[src/rtl/bd_router_pkg.sv]
// Shared constants, stream indices and header-to-stream clamp for the BD output router.
package bd_router_pkg;

  localparam int BD_WORD_W  = 34;
  localparam int BD_HDR_W   = 4;
  localparam int BD_NUM_OUT = 4;

  typedef enum int unsigned {
    STREAM_SPIKE = 0,
    STREAM_TAG   = 1,
    STREAM_DUMP  = 2,
    STREAM_MISC  = 3
  } stream_e;

  // Headers beyond the last dedicated stream all fold into the final (misc) stream.
  function automatic int unsigned dest_of(input int unsigned hdr,
                                          input int unsigned num_out = BD_NUM_OUT);
    return (hdr < num_out - 1) ? hdr : num_out - 1;
  endfunction

endpackage

[src/rtl/bd_channel_if.sv]
// Channel: data/valid/ack bundle used by the BD pin receiver and its consumers.
interface Channel #(parameter int W = 34);
  logic [W-1:0] d;
  logic         v;
  logic         a;

  modport sink   (input d, input v, output a);
  modport source (output d, output v, input a);
endinterface

[src/rtl/bd_word_fifo.sv]
// Synchronous word FIFO; the head word is read straight out of the flop array.
module bd_word_fifo #(
  parameter int WIDTH = 34,
  parameter int DEPTH = 16
) (
  input  logic                   clk,
  input  logic                   reset,
  input  logic                   push,
  input  logic [WIDTH-1:0]       din,
  output logic                   full,
  input  logic                   pop,
  output logic [WIDTH-1:0]       dout,
  output logic                   empty,
  output logic [$clog2(DEPTH):0] level
);

  localparam int AW = $clog2(DEPTH);
  localparam int LW = AW + 1;

  logic [WIDTH-1:0] mem [DEPTH];
  logic [AW-1:0]    wr_ptr;
  logic [AW-1:0]    rd_ptr;
  logic             do_push;
  logic             do_pop;

  assign full    = (level == LW'(DEPTH));
  assign empty   = (level == '0);
  assign do_push = push & ~full;
  assign do_pop  = pop & ~empty;
  assign dout    = mem[rd_ptr];

  // Pointers wrap naturally at power-of-2 depth; level alone separates full from empty.
  always_ff @(posedge clk or posedge reset) begin
    if (reset) begin
      wr_ptr <= '0;
      rd_ptr <= '0;
      level  <= '0;
    end else begin
      if (do_push) wr_ptr <= wr_ptr + AW'(1);
      if (do_pop)  rd_ptr <= rd_ptr + AW'(1);
      case ({do_push, do_pop})
        2'b10:   level <= level + LW'(1);
        2'b01:   level <= level - LW'(1);
        default: level <= level;
      endcase
    end
  end

  always_ff @(posedge clk) begin
    if (do_push) mem[wr_ptr] <= din;
  end

endmodule

[src/rtl/bd_output_router.sv]
// Buffers BD output words and steers each head word to its class stream by header.
// Optional per-stream pop counters are built when BD_ROUTER_COUNT_EN is defined.
module bd_output_router
  import bd_router_pkg::*;
#(
  parameter int WORD_W  = BD_WORD_W,
  parameter int HDR_W   = BD_HDR_W,
  parameter int NUM_OUT = BD_NUM_OUT,
  parameter int DEPTH   = 16
) (
  input  logic                     clk,
  input  logic                     reset,
  Channel.sink                     in_ch,
  output logic [NUM_OUT-1:0]       out_valid,
  input  logic [NUM_OUT-1:0]       out_ready,
  output logic [WORD_W-HDR_W-1:0]  out_data,
  output logic [HDR_W-1:0]         out_code,
  output logic [$clog2(DEPTH):0]   fifo_level,
  output logic                     overflow_seen
`ifdef BD_ROUTER_COUNT_EN
  ,
  input  logic                     count_clr,
  output logic [NUM_OUT-1:0][15:0] word_count
`endif
);

  logic              ack_q;
  logic              accept;
  logic              fifo_full;
  logic              fifo_empty;
  logic              pop;
  logic [WORD_W-1:0] head;
  int unsigned       dest;

  // The ack flop doubles as the dead cycle: a held valid cannot be latched twice.
  assign accept  = in_ch.v & ~ack_q & ~fifo_full;
  assign in_ch.a = ack_q;

  always_ff @(posedge clk or posedge reset) begin
    if (reset) begin
      ack_q         <= 1'b0;
      overflow_seen <= 1'b0;
    end else begin
      ack_q <= accept;
      if (in_ch.v & fifo_full) overflow_seen <= 1'b1;
    end
  end

  bd_word_fifo #(
    .WIDTH (WORD_W),
    .DEPTH (DEPTH)
  ) u_fifo (
    .clk   (clk),
    .reset (reset),
    .push  (accept),
    .din   (in_ch.d),
    .full  (fifo_full),
    .pop   (pop),
    .dout  (head),
    .empty (fifo_empty),
    .level (fifo_level)
  );

  assign out_code = head[WORD_W-1 -: HDR_W];
  assign out_data = head[WORD_W-HDR_W-1:0];

  always_comb begin
    dest      = dest_of(32'(out_code), NUM_OUT);
    out_valid = '0;
    if (!fifo_empty) out_valid = NUM_OUT'(1) << dest;
  end

  // Only the destination stream's ready matters since out_valid is one-hot.
  assign pop = |(out_valid & out_ready);

`ifdef BD_ROUTER_COUNT_EN
  always_ff @(posedge clk or posedge reset) begin
    if (reset) begin
      word_count <= '0;
    end else begin
      for (int i = 0; i < NUM_OUT; i++) begin
        if (count_clr)
          word_count[i] <= '0;
        else if (out_valid[i] && out_ready[i] && word_count[i] != 16'hFFFF)
          word_count[i] <= word_count[i] + 16'd1;
      end
    end
  end
`endif

endmodule

[src/flat_wrapper.sv]
// flat-port wrapper written by rule: the top's interface ports become plain ports
module bd_output_router_flat import bd_router_pkg::*;
#(
  parameter int WORD_W  = BD_WORD_W,
  parameter int HDR_W   = BD_HDR_W,
  parameter int NUM_OUT = BD_NUM_OUT,
  parameter int DEPTH   = 16
)
  (clk, reset, out_valid, out_ready, out_data, out_code, fifo_level, overflow_seen, in_ch_d, in_ch_v, in_ch_a);
  Channel #(.W(WORD_W)) in_ch_i ();
  input  logic clk;
  input  logic reset;
  output logic [NUM_OUT-1:0] out_valid;
  input  logic [NUM_OUT-1:0] out_ready;
  output logic [WORD_W-HDR_W-1:0] out_data;
  output logic [HDR_W-1:0] out_code;
  output logic [$clog2(DEPTH):0] fifo_level;
  output logic overflow_seen;
  input wire logic [$bits(in_ch_i.d)-1:0] in_ch_d;
  input wire logic [$bits(in_ch_i.v)-1:0] in_ch_v;
  output wire logic [$bits(in_ch_i.a)-1:0] in_ch_a;
  assign in_ch_i.d = in_ch_d;
  assign in_ch_i.v = in_ch_v;
  assign in_ch_a = in_ch_i.a;
  bd_output_router #(.WORD_W(WORD_W), .HDR_W(HDR_W), .NUM_OUT(NUM_OUT), .DEPTH(DEPTH)) u_core (.clk(clk), .reset(reset), .in_ch(in_ch_i), .out_valid(out_valid), .out_ready(out_ready), .out_data(out_data), .out_code(out_code), .fifo_level(fifo_level), .overflow_seen(overflow_seen));
endmodule
[config.mk]
export PLATFORM = sky130hd
export DESIGN_NAME = bd_output_router_flat
export DESIGN_NICKNAME = d
export VERILOG_FILES = /design/src/rtl/bd_router_pkg.sv /design/src/rtl/bd_channel_if.sv /design/src/rtl/bd_word_fifo.sv /design/src/rtl/bd_output_router.sv /design/src/flat_wrapper.sv
export SDC_FILE = /design/constraint.sdc
export NUM_CORES = 1
export LEC_CHECK = 0
export ABC_AREA = 1
export CAP_MARGIN = 15
export CORE_ASPECT_RATIO = 1.5
export CORE_MARGIN = 3
export CORE_UTILIZATION = 65
export CTS_CLUSTER_SIZE = 10
export DETAILED_ROUTE_END_ITERATION = 8
export GPL_TIMING_DRIVEN = 0
export PLACE_DENSITY = 0.84
export SETUP_SLACK_MARGIN = 0.5
export SYNTH_ARGS = -nofsm -noshare
export SYNTH_HDL_FRONTEND = slang
export SYNTH_SLANG_ARGS = --single-unit
[constraint.sdc]
create_clock -name clk -period 10.1 [get_ports clk]
set_clock_uncertainty 0.2 [all_clocks]
set_input_delay 1.01 -clock clk [delete_from_list [all_inputs] [get_ports clk]]
set_output_delay 1.01 -clock clk [all_outputs]
set_load 0.05 [all_outputs]
==> metrics.cfg, run 1 <==
[pwr]
p_leak_nw=8.512
comb_power_share=0.420
clkPwrFrac=0.237
p_sw_frac=0.4200
p_total_mw=8.181
ir_drop_v=0.0002154
switchingPower_mw=3.436
p_int_mw=4.745
power.density_mw_per_mm2=319.4
pwr-share-seq=0.343

[clock_tree]
ctsHoldBuffers=0
cts_tree=yes
clock-sinks=559
cts_root_buf=clkbuf_16
cts_buffer_depth=3
cts_buffers=61
post_cts_buffers=0
cts.reportedPaths.clkPinSlew_ns=0.06
cts_resized=0
clk_latency_ns=0.60
cts.htree.levels=2

[setup_path]
crit_fanout=10
r2r_end=u_core.u_fifo.level[4]
startpoint_type=register
r2r_cells=20
crit_type=reg2out
crit_arrival_ns=4.28
rr_startpoint=u_core.u_fifo.rd_ptr[3]
worst_setup_path_end_kind=primary output
crit_required_ns=8.89
worst-r2r-setup-slack_ns=5.84

[synthesis]
synth_cell_types=32
synth-main-ff-cell=edfxtp_1
synth-async-reset-ratio=0.02683
synth_edf_count=544
ys_seq_area_frac=0.7556
syn_area_per_cell_um2=13.36
ys.warnings.count=0
syn_nets=1706
ys_ff_latch=559
syn-cell-area_mm2=0.02212
synthCells=1655

[timing]
worst_hold_slack_ns=0.2850
grt_setup_unrepaired=false
setup_viol=0
slew_viol_final=0
setup_ws_ns=4.606
hold_viol=0
fin_crit_sh=0.5439
worst_pin_slew_ns=1.094
tns_ns=0
relSlewSlack=0.2704
fmax_ghz=0.1820
finalCriticalPeriod_ns=5.494

[final_layout]
num-fill-cells=1817
antenna-diode-count=0
fin_cells=2259
regArea_mm2=0.01671
final_util=0.7659
area_growth_pct=15.82
finish.instance_area_mm2=0.02562
fin_nets=1876
multiInputGateArea_mm2=0.004817
drive_above_1_share=0.07341

[worst_hold_path]
whs_endpoint=u_core.overflow_seen
worstHoldPathType=reg2reg
min_from=u_core.overflow_seen
hold_depth=1

[placement]
place_area_mm2=0.02398
dp.final_hpwl_mm=41.60
gp_congestion=0.8659
io_buffers=85
dp_cells=2182
pre_cts_ws_ns=5.498

[route]
vias=16294
route.detailed.drc=0
viasPerCell=7.213
wirelength_mm=67.43
routedWlPerCell_um=29.85
ant_nets=0
drt_iter0_drc=2846
first_pass_iters=6

[grt]
grt_antenna_before_repair=0
grt.overflow.total=0
grt_use_total=0.3692
grt_max_degree=25
grt_pass1_wl_mm=97.97
grt_pass1_vias=16405

[floorplanning]
die_x_um=156.6
rows=82
core-area_mm2=0.03345
io_pins=86
start_util=0.6612
die_area_mm2=0.03632
fp.dieH_um=231.9

[flow_run]
drv_cap=0

[outcome]
status=complete, no violations

cell usage in the layout, fill, tap and decap left out, types with 4 or more instances in the layout:
cell	n
nor2_4	16
o21ai_0	244
nand3_1	65
clkdlybuf4s50_1	85
o221ai_1	81
buf_2	16
nand2_1	138
clkbuf_16	63
edfxtp_1	544
clkbuf_1	101
o22ai_1	39
buf_1	4
ha_1	9
inv_1	56
nor2_1	261
o21ai_1	5
buf_12	13
xor2_1	6
dfrtp_1	15
a21oi_1	4
o211ai_1	40
buf_6	11
registers in the layout, indices dropped and copies added (netlist names):
| signal | cells |
|---|---|
| u_core.overflow_seen | 1 |
| u_core.u_fifo.wr_ptr | 4 |
| u_core.u_fifo.rd_ptr | 4 |
| u_core.u_fifo.level | 5 |
| u_core.in_ch.a | 1 |
| u_core.u_fifo.mem | 544 |
cell type report:
cell class	count	share of cell area
flip-flops and latches	559	0.6524
clock buffers	76	0.06345
multi-input cells	923	0.1881
plain buffers	113	0.01866
repair buffers	107	0.04782
well taps	420	0.02051
clock inverters	1	0.0003419
inverters	60	0.008792
layer usage:
metal / track usage / vias to the layer above / routed length (um)
li1: - / 6462 / -
met1: 0.4383 / 7636 / 20240
met2: 0.6006 / 1751 / 32440
met3: 0.08167 / 445 / 9093
met4: 0.2532 / 0 / 5657
met5: 0 / - / 0
how the worst max path moves through the flow:
stage | start | endpoint | slack, ns | cells after the start
floorplan | in_ch_v | u_core.u_fifo.mem[11][0] | 5.88 | 2
global placement | in_ch_v | u_core.u_fifo.mem[3][14] | 2.50 | 3
detailed placement | u_core.u_fifo.rd_ptr[1] | out_data[1] | 5.50 | 9
CTS | u_core.u_fifo.rd_ptr[1] | out_data[1] | 4.81 | 9
global route | u_core.u_fifo.rd_ptr[1] | out_data[1] | 4.68 | 10
finish | u_core.u_fifo.rd_ptr[1] | out_data[1] | 4.61 | 9
power by group through the flow:
stage / Sequential, mW / Combinational (mW) / Clock (mW)
2_1_floorplan: 2.89 / 1.95 / 0
3_3_place_gp: 2.86 / 3.09 / 0
3_5_place_dp: 2.85 / 3.27 / 0
4_1_cts: 2.81 / 3.32 / 1.92
5_1_grt: 2.82 / 3.55 / 2.02
6_report: 2.81 / 3.43 / 1.94
cells by family (layout without fill, tap and decap cells):
group	count (synthesis)	after routing	share of synthesized area
DFF	559	559	0.7556
buffers and inverters	173	357	0.03179
adders and majority gates	10	10	0.005997
and+or+nand+nor	492	492	0.08950
xor gates and xnor gates	7	7	0.002772
AOI/OAI and AO/OA	414	414	0.1143
cell usage after synthesis (5+ instances only):
cell      instances  area [um^2]
edfxtp_1        544        16340
nor2_1          275         1032
o21ai_0         244         1221
nand2_1         138        518.0
clkbuf_1         88        330.3
o221ai_1         81        709.4
nand3_1          65        325.3
inv_1            56        210.2
o211ai_1         40        300.3
o22ai_1          39        244.0
buf_2            16        80.08
dfrtp_1          15        375.4
ha_1              9        112.6
xor2_1            6        52.55
o21ai_1           5        25.02
critical path, stage by stage, from the launching register on:
cell and delay [ns]:
dfrtp_1 0.36, buf_4 0.19, buf_2 0.36, clkbuf_1 0.46
clkbuf_1 0.58, o21ai_0 0.26, o221ai_1 0.33, nand3_1 0.18
nand2_1 0.15, clkdlybuf4s50_1 0.81
No activity file was read; power rests on OpenSTA's default activity.
==> run 2: changes to the inputs <==
- CORE_UTILIZATION: 65 -> 60
- PLACE_DENSITY: 0.84 -> 0.79
- clock period: 10.1 -> 5.77 ns (I/O delays scaled with it)
==> metrics.cfg, run 2 (synthesized netlist as in run 1, its figures left out) <==
[outcome]
status=complete, no violations

[floorplanning]
die_area_mm2=0.03925  ; +8.1%
core-area_mm2=0.03616  ; +8.1%
rows=85  ; +3.7%
start_util=0.6116  ; -0.04960
io_pins=86  ; unchanged
fp.dieH_um=241.1  ; +4.0%
die_x_um=162.8  ; +3.9%

[timing]
setup_viol=0  ; unchanged
finalCriticalPeriod_ns=5.027
relSlewSlack=0.2554  ; -0.01500
setup_ws_ns=0.7426  ; -3.864 ns
worst_pin_slew_ns=1.117  ; +0.02250 ns
fmax_ghz=0.1989
grt_setup_unrepaired=false
slew_viol_final=0  ; unchanged
tns_ns=0  ; unchanged
hold_viol=0  ; unchanged
fin_crit_sh=0.8713

[clock_tree]
cts_resized=0  ; unchanged
cts.htree.levels=2  ; unchanged
cts_tree=yes
ctsHoldBuffers=0  ; unchanged
clk_latency_ns=0.61  ; about the same
cts_buffer_depth=3  ; unchanged
cts.reportedPaths.clkPinSlew_ns=0.06  ; about the same
post_cts_buffers=0  ; unchanged
cts_buffers=61  ; unchanged
cts_root_buf=clkbuf_16
clock-sinks=559  ; unchanged

[setup_path]
crit_fanout=10  ; unchanged
crit_type=reg2out
r2r_cells=20  ; unchanged
crit_required_ns=4.99  ; -3.90 ns
slowest_delay_ns=0.82  ; about the same
crit_top_cell=buf_2
crit_path_top_delay_cell=clkdlybuf4s50_1
crit_arrival_ns=4.25  ; -0.03 ns
worst_setup_path_end_kind=primary output
startpoint_type=register
crit_path_cell_trace=buf_2 -> buf_2 -> buf_1 -> clkbuf_1 -> o211ai_1 -> nand2_1 -> clkdlybuf4s50_1

[grt]
grt_pass1_wl_mm=95.07  ; -3.0%
grt_max_degree=24  ; -4.0%
grt_antenna_before_repair=0  ; unchanged
grt_use_total=0.3300  ; -0.03917
grt.overflow.total=0  ; unchanged
grt_pass1_vias=15974  ; -2.6%

[pwr]
p_int_mw=8.277  ; +74%
power.density_mw_per_mm2=551.1  ; +73%
ir_drop_v=0.0003670  ; +70%
comb_power_share=0.417  ; -0.003
switchingPower_mw=5.871  ; +71%
p_sw_frac=0.4150  ; -0.005051
clkPwrFrac=0.236  ; about the same
pwr-share-seq=0.348  ; +0.005
p_leak_nw=8.502  ; -0.11%

[route]
routedWlPerCell_um=28.14  ; -5.7%
vias=15622  ; -4.1%
route.detailed.drc=0  ; unchanged
viasPerCell=6.748  ; -6.4%
ant_nets=0  ; unchanged
first_pass_iters=6  ; unchanged
wirelength_mm=65.15  ; -3.4%
drt_iter0_drc=2379  ; -16%

[final_layout]
fin_nets=1876  ; unchanged
antenna-diode-count=0  ; unchanged
area_growth_pct=16.09
largest_reg_flops=544  ; unchanged
final_cell_mix=edfxtp_1, nor2_1, o21ai_0
mostFrequentLayoutCell=edfxtp_1
finish.instance_area_mm2=0.02567  ; +0.23%
drive_above_1_share=0.07295  ; -0.0004644
reg.largest.list=u_core.u_fifo.mem: 544 flops, u_core.u_fifo.level: 5 flops
regMostFlops=u_core.u_fifo.mem
final_util=0.7100  ; -0.05583

[placement]
place_area_mm2=0.02406  ; +0.33%
dp.final_hpwl_mm=41.61  ; about the same
io_buffers=85  ; unchanged
pre_cts_ws_ns=1.545  ; -3.953 ns
gp_congestion=0.8811  ; +1.8%

[flow_run]
drv_cap=0  ; unchanged

[worst_hold_path]
worstHoldPathType=in2async

-- run 2: changes by cell type in the layout (fill, tap and decap cells not counted) --
cell and delta:
clkinv_8 +1, buf_4 -1, inv_6 -1, clkbuf_1 -1, clkbuf_16 -1, buf_8 +1
-- run 2: worst paths after layout --
check | startpoint | to | slack (ns)
setup reg to reg | u_core.u_fifo.rd_ptr[3] | u_core.u_fifo.level[4] | 1.70
setup / recovery | u_core.u_fifo.rd_ptr[2] | out_data[21] | 0.74
hold / removal | reset | u_core.in_ch.a | 0.15
min in group clk | u_core.overflow_seen | u_core.overflow_seen | 0.31
hold reg to reg | u_core.overflow_seen | u_core.overflow_seen | 0.31
max in group asynchronous | reset | u_core.u_fifo.level[2] | 4.82
-- run 2: per-layer routing --
metal / GRT usage / wire length [um] / vias to the layer above
met5: 0 / 0 / -
met4: 0.2229 / 5400 / 0
li1: - / - / 6466
met2: 0.5538 / 31850 / 1404
met3: 0.06799 / 8032 / 390
met1: 0.3838 / 19870 / 7362
-- run 2: power groups by stage --
stage                     clock network, mW  registers, mW  logic (mW)
after floorplan                           0           5.05        3.42
after global placement                    0           5.01        5.42
after detailed placement                  0           4.99        5.70
after CTS                              3.32           4.91        5.75
after global routing                   3.46           4.94        6.16
final                                  3.34           4.92        5.89
-- run 2: critical path, delay by kind of cell (launching register included) --
| family | cells | cell delay (ns) |
|---|---|---|
| simple gates | 1 | 0.22 |
| flops | 1 | 0.33 |
| compound gates | 1 | 0.33 |
| buf+inv | 5 | 2.76 |
-- run 2: layout make-up --
cell class	count	area, um^2
Buffer	113	478.0
Clock buffer	74	1597
Clock inverter	1	16.27
Fill cell	2256	10490
Inverter	60	225.2
Multi-Input combinational cell	923	4817
Sequential cell	559	16710
Tap cell	478	598.1
Timing Repair Buffer	107	1232
-- run 2: metrics by stage --
step	power [mW]	hold WS (ns)	instances
6_report	14.15	0.1547	2315
4_1_cts	13.98	0.1579	2315
2_1_floorplan	8.471	0.2785	1655
3_5_place_dp	10.69	0.2617	2240
5_1_grt	14.56	0.1819	2315
3_3_place_gp	10.43	0.2492	2218
